==> config.mk <==
export PLATFORM = sky130hd
export DESIGN_NAME = bp_me_dev_steer
export DESIGN_NICKNAME = d
export VERILOG_FILES = /design/src/rtl/bp_me_dev_steer.sv
export SDC_FILE = /design/constraint.sdc
export NUM_CORES = 1
export LEC_CHECK = 0
export BUFFER_PORTS_ARGS = -buffer_cell sky130_fd_sc_hd__buf_2
export CORE_AREA = 2 2 307 309
export CTS_CLUSTER_DIAMETER = 80
export DETAILED_ROUTE_END_ITERATION = 8
export DIE_AREA = 0 0 309 311
export PLACE_DENSITY = 0.37
export SLEW_MARGIN = 20
export SYNTH_ARGS = -nofsm -noshare
export SYNTH_HDL_FRONTEND = slang
export SYNTH_SLANG_ARGS = --single-unit
export TNS_END_PERCENT = 10
==> constraint.sdc <==
create_clock -name clk_i -period 7 [get_ports clk_i]
set_input_delay 1.05 -clock clk_i [delete_from_list [all_inputs] [get_ports clk_i]]
set_output_delay 1.05 -clock clk_i [all_outputs]
set_load 0.005 [all_outputs]
==> src/rtl/bp_me_dev_steer.sv <==
// -----------------------------------------------------------------------------
// bp_me_dev_steer
//
// Routes memory command headers from one upstream port to either a device
// port or a loopback tie-off port, chosen by the command address. The device
// claims one naturally aligned, power-of-2 sized region. Every other address
// goes to loopback, so unmapped commands are drained instead of stalling the
// network. Each loopback-routed command is counted in a saturating error
// counter.
//
// Responses return upstream strictly in command order. A small tag FIFO
// records the target of every accepted command. The head tag picks which
// response source is forwarded and acknowledged. The other source is held.
//
// Ports
//   clk_i, reset_i                     clock; async active-high reset
//   mem_cmd_header_i/_critical_i/_v_i  upstream command
//   mem_cmd_header_ready_and_o         upstream command ready
//   dev_cmd_* / lb_cmd_*               device / loopback command outputs
//   dev_cmd_header_ready_and_i         device command ready
//   lb_cmd_header_ready_and_i          loopback command ready
//   dev_resp_* / lb_resp_*             device / loopback response inputs
//   dev_resp_header_ready_and_o        device response ready
//   lb_resp_header_ready_and_o         loopback response ready
//   mem_resp_header_o/_critical_o/_v_o upstream response
//   mem_resp_header_ready_and_i        upstream response ready
//   err_cnt_o                          saturating count of loopback commands
// -----------------------------------------------------------------------------
module bp_me_dev_steer #(
    parameter int paddr_width_p      = 40,
    parameter int mem_header_width_p = 64,
    parameter int dword_width_p      = 64,
    // bit position of the physical address inside the command header
    parameter int addr_lsb_p         = 8,
    parameter int els_p              = 4,
    parameter logic [paddr_width_p-1:0] dev_base_p = '0,
    parameter logic [paddr_width_p-1:0] dev_size_p = 'h1000,
    parameter int err_cnt_width_p    = 16
) (
    input  logic                          clk_i,
    input  logic                          reset_i,

    input  logic [mem_header_width_p-1:0] mem_cmd_header_i,
    input  logic [dword_width_p-1:0]      mem_cmd_critical_i,
    input  logic                          mem_cmd_header_v_i,
    output logic                          mem_cmd_header_ready_and_o,

    output logic [mem_header_width_p-1:0] dev_cmd_header_o,
    output logic [dword_width_p-1:0]      dev_cmd_critical_o,
    output logic                          dev_cmd_header_v_o,
    input  logic                          dev_cmd_header_ready_and_i,

    output logic [mem_header_width_p-1:0] lb_cmd_header_o,
    output logic [dword_width_p-1:0]      lb_cmd_critical_o,
    output logic                          lb_cmd_header_v_o,
    input  logic                          lb_cmd_header_ready_and_i,

    input  logic [mem_header_width_p-1:0] dev_resp_header_i,
    input  logic [dword_width_p-1:0]      dev_resp_critical_i,
    input  logic                          dev_resp_header_v_i,
    output logic                          dev_resp_header_ready_and_o,

    input  logic [mem_header_width_p-1:0] lb_resp_header_i,
    input  logic [dword_width_p-1:0]      lb_resp_critical_i,
    input  logic                          lb_resp_header_v_i,
    output logic                          lb_resp_header_ready_and_o,

    output logic [mem_header_width_p-1:0] mem_resp_header_o,
    output logic [dword_width_p-1:0]      mem_resp_critical_o,
    output logic                          mem_resp_header_v_o,
    input  logic                          mem_resp_header_ready_and_i,

    output logic [err_cnt_width_p-1:0]    err_cnt_o
);

    localparam int ptr_w_lp = $clog2(els_p);
    localparam int cnt_w_lp = ptr_w_lp + 1;

    // Clearing the offset bits leaves the region-select bits, which must
    // equal the (aligned) base for the device to claim the address.
    localparam logic [paddr_width_p-1:0] dev_mask_lp =
        ~(dev_size_p - paddr_width_p'(1));

    // -------------------------------------------------------------------------
    // Tag FIFO state
    // -------------------------------------------------------------------------
    logic [els_p-1:0]    tag_mem;   // 1 = device, 0 = loopback
    logic [ptr_w_lp-1:0] wr_ptr;
    logic [ptr_w_lp-1:0] rd_ptr;
    logic [cnt_w_lp-1:0] tag_cnt;
    logic                tag_full;
    logic                tag_empty;
    logic                head_dev;

    assign tag_full  = (tag_cnt == cnt_w_lp'(els_p));
    assign tag_empty = (tag_cnt == '0);
    assign head_dev  = tag_mem[rd_ptr];

    // -------------------------------------------------------------------------
    // Command path: combinational, unbuffered
    // -------------------------------------------------------------------------
    logic [paddr_width_p-1:0] cmd_addr;
    logic                     sel_dev;
    logic                     cmd_open;
    logic                     push;

    assign cmd_addr = mem_cmd_header_i[addr_lsb_p +: paddr_width_p];
    assign sel_dev  = ((cmd_addr & dev_mask_lp) == dev_base_p);

    // A full FIFO closes the port even when a pop lands in the same cycle.
    // This keeps the upstream ready free of any path from the response side.
    assign cmd_open = ~reset_i & ~tag_full;

    assign dev_cmd_header_o   = mem_cmd_header_i;
    assign dev_cmd_critical_o = mem_cmd_critical_i;
    assign lb_cmd_header_o    = mem_cmd_header_i;
    assign lb_cmd_critical_o  = mem_cmd_critical_i;

    assign dev_cmd_header_v_o = mem_cmd_header_v_i & cmd_open &  sel_dev;
    assign lb_cmd_header_v_o  = mem_cmd_header_v_i & cmd_open & ~sel_dev;

    assign mem_cmd_header_ready_and_o = cmd_open &
        (sel_dev ? dev_cmd_header_ready_and_i : lb_cmd_header_ready_and_i);

    assign push = mem_cmd_header_v_i & mem_cmd_header_ready_and_o;

    // -------------------------------------------------------------------------
    // Response path: head tag selects the only source that may be acked
    // -------------------------------------------------------------------------
    logic pop;

    assign mem_resp_header_o   = head_dev ? dev_resp_header_i   : lb_resp_header_i;
    assign mem_resp_critical_o = head_dev ? dev_resp_critical_i : lb_resp_critical_i;
    assign mem_resp_header_v_o = ~tag_empty &
        (head_dev ? dev_resp_header_v_i : lb_resp_header_v_i);

    assign dev_resp_header_ready_and_o = ~tag_empty &  head_dev & mem_resp_header_ready_and_i;
    assign lb_resp_header_ready_and_o  = ~tag_empty & ~head_dev & mem_resp_header_ready_and_i;

    assign pop = mem_resp_header_v_o & mem_resp_header_ready_and_i;

    // -------------------------------------------------------------------------
    // Tag FIFO update
    // -------------------------------------------------------------------------
    // Tag storage is plain data: it is only ever read under a non-zero count.
    always_ff @(posedge clk_i) begin
        if (push) begin
            tag_mem[wr_ptr] <= sel_dev;
        end
    end

    always_ff @(posedge clk_i or posedge reset_i) begin
        if (reset_i) begin
            wr_ptr  <= '0;
            rd_ptr  <= '0;
            tag_cnt <= '0;
        end else begin
            // els_p is a power of 2, so the pointers wrap naturally.
            if (push) begin
                wr_ptr <= wr_ptr + 1'b1;
            end
            if (pop) begin
                rd_ptr <= rd_ptr + 1'b1;
            end
            case ({push, pop})
                2'b10:   tag_cnt <= tag_cnt + 1'b1;
                2'b01:   tag_cnt <= tag_cnt - 1'b1;
                default: tag_cnt <= tag_cnt;
            endcase
        end
    end

    // -------------------------------------------------------------------------
    // Error counter: loopback-routed commands, saturating at all-ones
    // -------------------------------------------------------------------------
    always_ff @(posedge clk_i or posedge reset_i) begin
        if (reset_i) begin
            err_cnt_o <= '0;
        end else if (push && !sel_dev && !(&err_cnt_o)) begin
            err_cnt_o <= err_cnt_o + 1'b1;
        end
    end

`ifndef SYNTHESIS
    no_overflow: assert property (@(posedge clk_i) disable iff (reset_i)
        !(push && tag_full));
    no_underflow: assert property (@(posedge clk_i) disable iff (reset_i)
        !(pop && tag_empty));
`endif

endmodule

==> flow_metrics.tcl, run 1 <==
set metrics [dict create \
    outcome "complete, no violations" \
    hp-class "flip-flop to flip-flop" \
    dp_slack_ns 2.949 \
    cts_max_path_buffers 2 \
    rows 112 \
    first_pass_iters 4 \
    dieWidth_um 309 \
    cts.sinks 27 \
    synth-adder-area-share 0.01918 \
    wl_per_cell_um 22.21 \
    skew_ns 0.007235 \
    postLayoutCoreUtil 0.07715 \
    required_ns 5.95 \
    synth_cell_type_count 32 \
    grt_pass1_vias 4747 \
    syn-num-nets 935 \
    post-dp-hpwl_um 42290 \
    hold_viol_final 0 \
    fin_nets 1168 \
    whs_ns 0.4924 \
    die_h_um 311 \
    layout-drive-gt1-share 0.8385 \
    tightestPinTransition_ns 0.9086 \
    syn_inst 536 \
    finalWorstSetupSlack_ns 3.010 \
    min_period_ns 3.990 \
    vias_per_cell 2.283 \
    synthMuxAreaShare 0.3069 \
    die_area_um2 96100 \
    cts_hold_buffers 0 \
    start_kind "primary input" \
    whs_path_depth 1 \
    critPathKind "primary input to primary output" \
    maxCapViolCount 0 \
    rsz0062_at_grt "no" \
    clock.fmax_mhz 250.6 \
    path_clk_slew_ns 0.07 \
    cts_root_buf "clkbuf_16" \
    fin_crit_sh 0.5701 \
    h-tree-depth 1 \
    power.density_nw_per_um2 247.5 \
    io_buffers 497 \
    avgSynthCellArea_um2 9.249 \
    worstPathArrival_ns 2.94 \
    cts_setup_buffers 0 \
    r2r_setup_slack_ns 3.85 \
    synth_seq_area_share 0.1403 \
    synth-xor-area-share 0.03710 \
    io_pins 798 \
    dpl.cell_count 2017 \
    yosysWarnings 0 \
    synth_compound_area_frac 0.01212 \
    synth_top_cell_area_share 0.3877 \
    grt_pass1_wl_um 52560 \
    place_congestion 0.8096 \
    max-vdd-ir-drop_uv 204.1 \
    setup_viol 0 \
    drc 0 \
    synth-simple-area-share 0.07395 \
    yosysTopAreaCell "buf_4" \
    power.leakage_nw 3.237 \
    grt_max_degree 121 \
    core_um2 92770 \
    critPathCaptureType "primary output" \
    num_vias 4628 \
    area_growth_pct 44.37 \
    r2r_cells 9 \
    final_antenna_net_count 0 \
    slew_violations 0 \
    drt_iter0_drc 136 \
    cts-buffers-inserted 3 \
    cts_tree "done" \
    final_cells 2027 \
    synth_top_family_by_area "buffers and inverters" \
    cts_resized 0 \
    synth_area_leaders "buf_4 (39%), mux2_2 (30%), dfrtp_1 (12%), xor2_1 (3.2%), edfxtp_1 (2.4%)" \
    initial_core_util 0.05344 \
    relSlewSlack 0.3943 \
    antenna_found_initial 13 \
    grt_usage 0.08656 \
    ys_seq_elements 27 \
    crit_fanout 7 \
    clock_latency_ns 0.27 \
    synth_area_um2 4957 \
    setup-tns-final_ns 0 \
    wl_um 45010 \
    grt_remaining_overflow 0 \
]
## cells by family (layout without fill, tap and decap cells)
kind of cell | Yosys count | count (layout)
buffers and inverters | 281 | 513
XOR/XNOR | 21 | 21
adder cells (fa/ha/maj) | 7 | 7
AO/OA/AOI/OAI | 3 | 3
flip-flops | 27 | 27
multiplexers | 134 | 134
other | 0 | 5
AND/OR/NAND/NOR | 63 | 63
## metrics by stage
| step | power, mW | area, um2 |
|---|---|---|
| floorplan | 0.9234 | 4957 |
| detailed placement | 1.688 | 7039 |
| global route | 1.933 | 7157 |
| finish | 1.772 | 7157 |
| global placement | 1.692 | 7039 |
| CTS | 1.832 | 7119 |
## sequential cells by signal, indices dropped and copies added (netlist names)
| register | count |
|---|---|
| tag_mem | 4 |
| tag_cnt | 3 |
| wr_ptr | 2 |
| rd_ptr | 2 |
| err_cnt_o | 16 |
## synthesized netlist by cell type (all sizes together)
library cell and count:
nand2b 1, nor2 14, ha 6, and2 1
nor4 12, mux2i 2, mux4 1, edfxtp 4
nor2b 2, fa 1, nand4 6, mux2 131
inv 10, dfrtp 23, xnor2 3, xor2 18
a21boi 1, and4 2, nor4bb 1, buf 271
and3 2, nand3 3, nor3b 2, nand2 10
o2111ai 2, nor3 7
## worst paths after layout
kind / start / to
max in group asynchronous: reset_i / err_cnt_o[10]
setup / recovery: mem_cmd_header_i[34] / mem_cmd_header_ready_and_o
setup reg to reg: rd_ptr[0] / tag_cnt[2]
min in group asynchronous: reset_i / wr_ptr[1]
hold reg to reg: rd_ptr[1] / rd_ptr[1]
hold / removal: rd_ptr[1] / rd_ptr[1]
## power breakdown
group	total (mW)	switching (mW)	internal [mW]	leakage, nW
combinational	1.40	0.840	0.558	2.86
sequential	0.234	0.0408	0.194	0.340
clock	0.139	0.0611	0.0775	0.0409
total	1.77	0.942	0.829	3.24
## final cells by class
class / instances / area, um2
multi-input combinational: 228 / 2230
inverter: 10 / 37.54
sequential: 27 / 695.7
clock buffer: 3 / 75.07
fill: 11000 / 85610
clock inverter: 1 / 5.005
antenna: 5 / 12.51
tap: 1254 / 1569
timing repair buffer: 499 / 2532
## metal layers
metal  global-route usage  part of all wire
met5                    0                 0
met2               0.1092              0.35
met4              0.01026             0.013
met3               0.1003              0.26
met1              0.09549              0.38
## cells in the final DEF, fill, tap and decap left out, drive strengths merged, types with 2 or more instances in the layout
cell | synthesis | layout
edfxtp | 4 | 4
xor2 | 18 | 18
nor3 | 7 | 7
nand4 | 6 | 6
ha | 6 | 6
inv | 10 | 9
xnor2 | 3 | 3
mux2 | 131 | 131
and4 | 2 | 2
and3 | 2 | 2
nand2 | 10 | 10
clkinv | 0 | 2
nor2b | 2 | 2
nor3b | 2 | 2
o2111ai | 2 | 2
mux2i | 2 | 2
diode | 0 | 5
buf | 271 | 498
nor4 | 12 | 12
clkbuf | 0 | 4
nand3 | 3 | 3
dfrtp | 23 | 23
nor2 | 14 | 14
## worst max-delay path: stages
cell     delay (ns)
buf_2          0.11
nor4_1         0.32
nand3_1        0.28
nor2_1         0.50
mux2_2         0.39
and3_1         0.17
buf_2          0.12
Power figures use the tool's default switching activity.
==> inputs of run 2 (changes only) <==
==> constraint.sdc (replaced) <==
create_clock -name clk_i -period 3.8 [get_ports clk_i]
set_input_delay 0.57 -clock clk_i [delete_from_list [all_inputs] [get_ports clk_i]]
set_output_delay 0.57 -clock clk_i [all_outputs]
set_load 0.005 [all_outputs]
==> flow_metrics.tcl, run 2 (synthesis gave the netlist of run 1 again) <==
set metrics [dict create \
    io_buffers 497 \
    cpPeakStageDelay_ns 0.93 \
    postLayoutCoreUtil 0.07754 \
    dieWidth_um 309 \
    top_register "err_cnt_o" \
    mostFrequentLayoutCells "buf_2 (497), mux2_2 (130), dfrtp_1 (23)" \
    grt_pass1_vias 4671 \
    required_ns 3.23 \
    max-vdd-ir-drop_uv 184.6 \
    clock.fmax_mhz 305.8 \
    cts_setup_buffers 0 \
    vias_per_cell 2.282 \
    hp-class "primary input to async pin" \
    cts_resized 0 \
    grt_max_degree 88 \
    io_pins 798 \
    place_congestion 0.8386 \
    cts.sinks 27 \
    h-tree-depth 1 \
    grt_pass1_wl_um 52750 \
    clock_latency_ns 0.27 \
    critPathKind "flip-flop to primary output" \
    grt_remaining_overflow 0 \
    wl_per_cell_um 22.21 \
    grt_usage 0.08708 \
    drt_iter0_drc 161 \
    slew_violations 0 \
    initial_core_util 0.05344 \
    fillers 10990 \
    die_area_um2 96100 \
    critPathCaptureType "primary output" \
    cts_max_path_buffers 2 \
    cts_tree "done" \
    core_um2 92770 \
    cts_hold_buffers 0 \
    start_kind "flip-flop" \
    crit_slowest_cell "mux4_4" \
    num_vias 4647 \
    first_pass_iters 4 \
    min_period_ns 3.271 \
    drc 0 \
    worstPathArrival_ns 2.70 \
    post-dp-hpwl_um 42480 \
    rows 112 \
    path_cells "mux4_4 > buf_12 > mux2_2 > buf_2" \
    layout-drive-gt1-share 0.8398 \
    fin_crit_sh 0.8607 \
    largest_reg_flops 16 \
    outcome "complete, no violations" \
    final_common_cell "buf_2" \
    wl_um 45210 \
    cts_root_buf "clkbuf_16" \
    power.density_nw_per_um2 460.6 \
    cts-buffers-inserted 3 \
    hold_viol_final 0 \
    maxCapViolCount 0 \
    fin_nets 1174 \
    power.leakage_nw 3.264 \
    rsz0062_at_grt "no" \
    antenna_found_initial 13 \
    reg_top3 "err_cnt_o x16, tag_mem x4, tag_cnt x3" \
    setup_viol 0 \
    area_growth_pct 45.10 \
    die_h_um 311 \
    crit_fanout 87 \
    setup-tns-final_ns 0 \
    skew_ns 0.01020 \
    final_antenna_net_count 0 \
    path_clk_slew_ns 0.07 \
    relSlewSlack 0.6503 \
    tightestPinTransition_ns 0.5245 \
]
[run 2: layer usage]
metal  track usage  wire (um)
met5             0          0
met4       0.01754       1113
met3        0.1078      12270
met2        0.1067      15470
met1       0.09179      16350
[run 2: where the power goes]
group / leakage (nW) / internal, mW / total (mW) / switching, mW
clock: 0.0415 / 0.144 / 0.253 / 0.109
combinational: 2.88 / 1.04 / 2.63 / 1.59
sequential: 0.340 / 0.357 / 0.429 / 0.0728
total: 3.26 / 1.54 / 3.31 / 1.77
[run 2: through the flow]
step                      area (um2)  total power, mW  hold slack, ns  worst slack (ns)  cells
after floorplan                 4957            1.701          0.4528             1.117    536
after global placement          7092            3.147          0.4773            0.6712   2024
after detailed placement        7092            3.145          0.4818            0.7550   2024
after CTS                       7173            3.416          0.3776            0.5439   2028
after global routing            7188            3.614          0.3850            0.4327   2034
final                           7193            3.313          0.3651            0.5295   2036
[run 2: worst paths after layout]
| kind | startpoint | end | slack (ns) | cells after the start |
|---|---|---|---|---|
| min | reset_i | wr_ptr[1] | 0.37 | 3 |
| max | rd_ptr[0] | mem_resp_critical_o[18] | 0.53 | 4 |
| max in group asynchronous | reset_i | tag_cnt[0] | 3.17 | 3 |
| max reg2reg | rd_ptr[0] | tag_cnt[2] | 0.79 | 10 |
| min in group clk_i | rd_ptr[1] | rd_ptr[1] | 0.49 | 1 |
| min reg2reg | rd_ptr[1] | rd_ptr[1] | 0.49 | 1 |
[run 2: cell type report]
class	instances	area [um2]	area share
Sequential cell	27	695.7	0.09671
Timing Repair Buffer	505	2560	0.3559
Antenna cell	8	20.02	0.002783
Multi-Input combinational cell	228	2230	0.3100
Clock inverter	1	6.256	0.0008697
Clock buffer	3	75.07	0.01044
Tap cell	1254	1569	0.2181
Inverter	10	37.54	0.005218
[run 2: worst max-delay path: cells and delay by family, from the launching register on]
kind	cells	cell delay (ns)
flip-flops	1	0.40
multiplexers	2	1.24
buffers and inverters	2	0.63
